**src/rtl/chunk_adder_pkg.sv**
```systemverilog
// Shared definitions for the chunk-serial adder: FSM state encoding and default sizing.
package chunk_adder_pkg;

  typedef enum logic [1:0] {
    IDLE = 2'd0,
    RUN  = 2'd1,
    DONE = 2'd2
  } state_t;

  localparam int DEF_W = 32;
  localparam int DEF_N = 8;

endpackage

```
**src/rtl/cla_adder.sv**
```systemverilog
// N-bit carry-lookahead slice; every carry is expanded from generate/propagate terms.
module cla_adder #(
  parameter int N = 8
) (
  input  logic [N-1:0] a,
  input  logic [N-1:0] b,
  input  logic         cin,
  output logic [N-1:0] s,
  output logic         cout
);

  logic [N-1:0] g;
  logic [N-1:0] p;
  logic [N:0]   c;

  assign g = a & b;
  assign p = a ^ b;

  // c[i+1] = g[i] | p[i]g[i-1] | ... | p[i..0]cin, built without rippling through c[i]
  always_comb begin
    logic acc;
    logic pp;
    c    = '0;
    acc  = 1'b0;
    pp   = 1'b0;
    c[0] = cin;
    for (int i = 0; i < N; i++) begin
      acc = g[i];
      pp  = p[i];
      for (int j = i - 1; j >= 0; j--) begin
        acc = acc | (pp & g[j]);
        pp  = pp & p[j];
      end
      c[i+1] = acc | (pp & cin);
    end
  end

  assign s    = p ^ c[N-1:0];
  assign cout = c[N];

endmodule

```
**src/rtl/chunk_serial_adder.sv**
```systemverilog
// Multi-cycle adder: one N-bit CLA slice reused K = W/N times, LSB slice first.
//
// state | meaning
// IDLE  | waiting for start, ready=1
// RUN   | adding slice idx of the latched operands, ready=0
// DONE  | result registered, done pulses, ready=1 (start here chains back-to-back)
module chunk_serial_adder
  import chunk_adder_pkg::*;
#(
  parameter int W = DEF_W,
  parameter int N = DEF_N
) (
  input  logic         clk,
  input  logic         reset,
  input  logic         start,
  input  logic [W-1:0] a,
  input  logic [W-1:0] b,
  input  logic         cin,
  output logic         ready,
  output logic [W-1:0] sum,
  output logic         cout,
  output logic         overflow,
  output logic         done
);

  localparam int K  = (N > 0) ? (W / N) : 1;
  localparam int IW = (K > 1) ? $clog2(K) : 1;
  localparam logic [IW-1:0] LAST = IW'(K - 1);

  generate
    if ((N <= 0) || (W <= 0) || (((N > 0) ? (W % N) : 1) != 0)) begin : g_bad_width
      $error("chunk_serial_adder: W must be a positive multiple of N");
    end
  endgenerate

  state_t        state;
  logic [W-1:0]  a_r;
  logic [W-1:0]  b_r;
  logic [W-1:0]  work;
  logic [W-1:0]  work_next;
  logic          carry;
  logic [IW-1:0] idx;
  logic [N-1:0]  sl_a;
  logic [N-1:0]  sl_b;
  logic [N-1:0]  sl_s;
  logic          sl_co;
  int            base;

  assign base  = int'(idx) * N;
  assign ready = (state != RUN);

  always_comb begin
    sl_a = a_r[base +: N];
    sl_b = b_r[base +: N];
  end

  always_comb begin
    work_next = work;
    work_next[base +: N] = sl_s;
  end

  cla_adder #(.N(N)) u_slice (
    .a   (sl_a),
    .b   (sl_b),
    .cin (carry),
    .s   (sl_s),
    .cout(sl_co)
  );

  always_ff @(posedge clk) begin
    if (reset) begin
      state    <= IDLE;
      a_r      <= '0;
      b_r      <= '0;
      work     <= '0;
      carry    <= 1'b0;
      idx      <= '0;
      sum      <= '0;
      cout     <= 1'b0;
      overflow <= 1'b0;
      done     <= 1'b0;
    end else begin
      done <= 1'b0;
      case (state)
        IDLE, DONE: begin
          if (start) begin
            a_r   <= a;
            b_r   <= b;
            carry <= cin;
            idx   <= '0;
            work  <= '0;
            state <= RUN;
          end else begin
            state <= IDLE;
          end
        end
        RUN: begin
          work  <= work_next;
          carry <= sl_co;
          if (idx == LAST) begin
            sum      <= work_next;
            cout     <= sl_co;
            overflow <= (a_r[W-1] == b_r[W-1]) && (work_next[W-1] != a_r[W-1]);
            done     <= 1'b1;
            idx      <= '0;
            state    <= DONE;
          end else begin
            idx <= idx + IW'(1);
          end
        end
        default: state <= IDLE;
      endcase
    end
  end

endmodule

```
**config.mk**
```make
export PLATFORM = sky130hd
export DESIGN_NAME = chunk_serial_adder
export DESIGN_NICKNAME = d
export VERILOG_FILES = /design/src/rtl/chunk_adder_pkg.sv /design/src/rtl/cla_adder.sv /design/src/rtl/chunk_serial_adder.sv
export SDC_FILE = /design/constraint.sdc
export NUM_CORES = 1
export LEC_CHECK = 0
export ABC_AREA = 0
export CAP_MARGIN = 20
export CORE_UTILIZATION = 46
export DETAILED_ROUTE_END_ITERATION = 8
export PLACE_DENSITY = 0.78
export SLEW_MARGIN = 15
export SYNTH_ARGS = -nofsm -noshare
export SYNTH_HDL_FRONTEND = slang
export SYNTH_HIERARCHICAL = 1
export SYNTH_SLANG_ARGS = --single-unit
```
**constraint.sdc**
```tcl
create_clock -name clk -period 3.6 [get_ports clk]
set_clock_uncertainty 0.05 [all_clocks]
set_input_delay 0.9 -clock clk [delete_from_list [all_inputs] [get_ports clk]]
set_output_delay 0.9 -clock clk [all_outputs]
set_load 0.03 [all_outputs]
```
==> reports/results.tsv <==
metric	value	unit
Critical Path RT	3.88	ns
# diodes	0	
Num CTS Buffers	17	
CTS sink cnt	136	
routed length per instance	16.3	µm
vias in the first global route	5212	
Top delay family on crit path	compound AO/OA/AOI/OAI gates	
dpl cell area	7190	µm²
clk_lat worst skew	0.42	ns
crit end category	flop	
Worst Setup Start Kind	flop	
crit-path max FO	15	
clock buffer depth	2	
CTS tree	built	
Post-route DRC	0	
Synth Instances	703	
Critical Path, Cell by Cell	buf_4, mux4_2, ha_1, a21oi_2, o2111ai_2, a221o_1, xor2_1, and4bb_1, nand2_1, a311oi_1	
Yosys reg bits	136	
net count after synthesis	787	
EDFF count, synth	0	
status	finished clean	
Port-buffer cells	103	
Pins Over Slew Limit	0	
Final setup viols	0	
via count	5523	
Syn Area/Cell	8.69	µm²
Most used DFF post-synth	dfxtp_1	
Area Overhead vs Synth	27.3	%
WP data arrival	3.63	ns
hold endpoint	b_r[27]	
postcts setup bufs	0	
Die Y	117	µm
core outline area	12800	µm²
die area	13700	µm²
fin crit share	93.3	%
largest net degree at the start of global routing	62	
num ports	104	
Cell variety after synth	48	
r2r setup slk	0.24	ns
Die Width	117	µm
Reg2Reg Depth	10	
most frequent cells in the layout	136 x nand2_1, 136 x dfxtp_1, 102 x clkdlybuf4s50_1, 94 x a21oi_1, 42 x nor2_1	
Syn. warnings	6	
GR Overflow Total	0	
Slowest cell on crit path	mux4_2	
RSZ-0062 raised after global routing	false	
maximum VDD drop	341	µV
max-cap violations	0	
Post-Syn Area	6110	µm²
crit path buf inv count	1	
drt first pass iters	6	
Hold WC Path Type	reg2reg	
initial antenna violation count	0	
setup TNS	0	ns
filler instances	1059	
reg-to-reg endpoint	work[31]	
Worst Hold Launch	b_r[27]	
Initial Util	47.8	%
routed wire length	15600	µm
FMAX	0.298	GHz
DR iter-0 viols	569	
gr usage total	23.8	%
Slew @ Worst Pin	1.04	ns
Design Area, Final	7780	µm²
Tmin final	3.36	ns
final hold violation count	0	
critical path's largest stage delay	0.57	ns
Reg clk slew, reported paths	0.06	ns
crit path from	idx[0]	
first-pass GRT wire length	24900	µm
Nets	861	
htree depth	4	
Pleak	2.85	nW
clock root cell	clkbuf_16	
hold path depth	2	
CTS Hold Bufs	0	
layout cells sized above 1	10.0	%
DP HPWL	10400	µm
mean number of vias per cell	5.74	
Rel. slew slack	30.6	%
sequential share of the synthesized area	44.6	%
row count	41	
P per Cell Area	482	nW/µm²
RR Startpoint	idx[0]	
routability cong.	0.893	
WS Path Type	reg2reg	
antenna viol nets, final	0	
FFs w/ async S/R, synth	0	%
-- what timing repair did --
action / 4_1_cts / 5_1_grt
resized for setup: 0 / 1
setup endpoints to repair: 0 / 2
hold endpoints to repair: 0 / 0
-- state kept, by name (all words and copies together), names as in the netlist --
register	count
a_r	32
b_r	32
sum	32
work	32
idx	2
state	2
carry	1
cout	1
done	1
overflow	1
-- routing by layer --
metal	up-vias	track usage [%]	wire, µm
met5	-	0	0
li1	2636	-	-
met2	224	40.0	7740
met4	0	11.0	431
met1	2626	28.5	6420
met3	37	6.39	1040
-- final cells by class --
class / instances / area (µm²) / area share (%)
multi-input combinational: 492 / 3050 / 39.2
inverter: 9 / 33.8 / 0.434
timing repair buffer: 121 / 1180 / 15.1
clock buffer: 24 / 512 / 6.58
clock inverter: 8 / 67.6 / 0.869
sequential: 136 / 2720 / 35.0
tap: 172 / 215 / 2.77
-- cell families after synthesis --
kind of cell	after synthesis	synth area share [%]
adders and majority gates	16	3.40
and+or+nand+nor	304	23.8
AOI/OAI and AO/OA	150	15.7
xor gates and xnor gates	6	0.860
muxes	16	5.90
DFF	136	44.6
buffers and inverters	75	5.78
-- worst max path at each step --
stage / endpoint / slack [ns] / depth (start not counted)
after CTS: sum[22] / 0.21 / 9
after detailed placement: sum[22] / 0.23 / 9
after global placement: sum[14] / 0.38 / 9
after global routing: work[31] / 0.04 / 10
after floorplan: sum[31] / 0.36 / 10
final: work[31] / 0.24 / 10
-- cell usage after synthesis, types with 2 or more instances --
cell type	number	area, µm²
dfxtp_1	136	2720
buf_2	36	180
xnor2_1	4	35.0
buf_4	3	22.5
and4bb_1	2	25.0
ha_1	15	188
nand2_1	136	510
nor2b_1	26	163
nor3_1	33	165
a311oi_1	26	228
a21o_1	2	15.0
a22o_1	7	61.3
nand2b_1	2	12.5
a21oi_1	94	470
nor2_1	42	158
nand3b_1	4	30.0
a221oi_1	10	87.6
mux4_2	16	360
inv_1	7	26.3
nand3_1	26	130
buf_6	2	22.5
clkbuf_1	19	71.3
inv_2	2	7.51
nand4_1	23	144
buf_1	6	22.5
xor2_1	2	17.5
-- worst register-to-register path, stage by stage (launching register included) --
cell	delay (ns)
dfxtp_1	0.33
buf_4	0.28
mux4_2	0.58
ha_1	0.32
a21oi_2	0.20
o2111ai_2	0.21
a221o_1	0.40
xor2_1	0.19
and4bb_1	0.28
nand2_1	0.10
a311oi_1	0.32
-- stage by stage --
stage               instances  hold slack [ns]  utilization (%)  setup WS (ns)  total power, W
floorplan                 703            0.383                -          0.356         0.00191
global placement          930            0.392             56.3          0.377         0.00207
detailed placement        930            0.399             56.3          0.232         0.00209
CTS                       962            0.408             60.8          0.213         0.00376
global route              962            0.427             60.9         0.0432         0.00388
finish                    962            0.408             60.9          0.242         0.00375
-- where the power goes --
part           switching [W]  internal (W)
combinational       0.000279      0.000197
clock               0.000630       0.00105
sequential         0.0000345       0.00156
total               0.000943       0.00281
(Power assumes the default switching activity.)
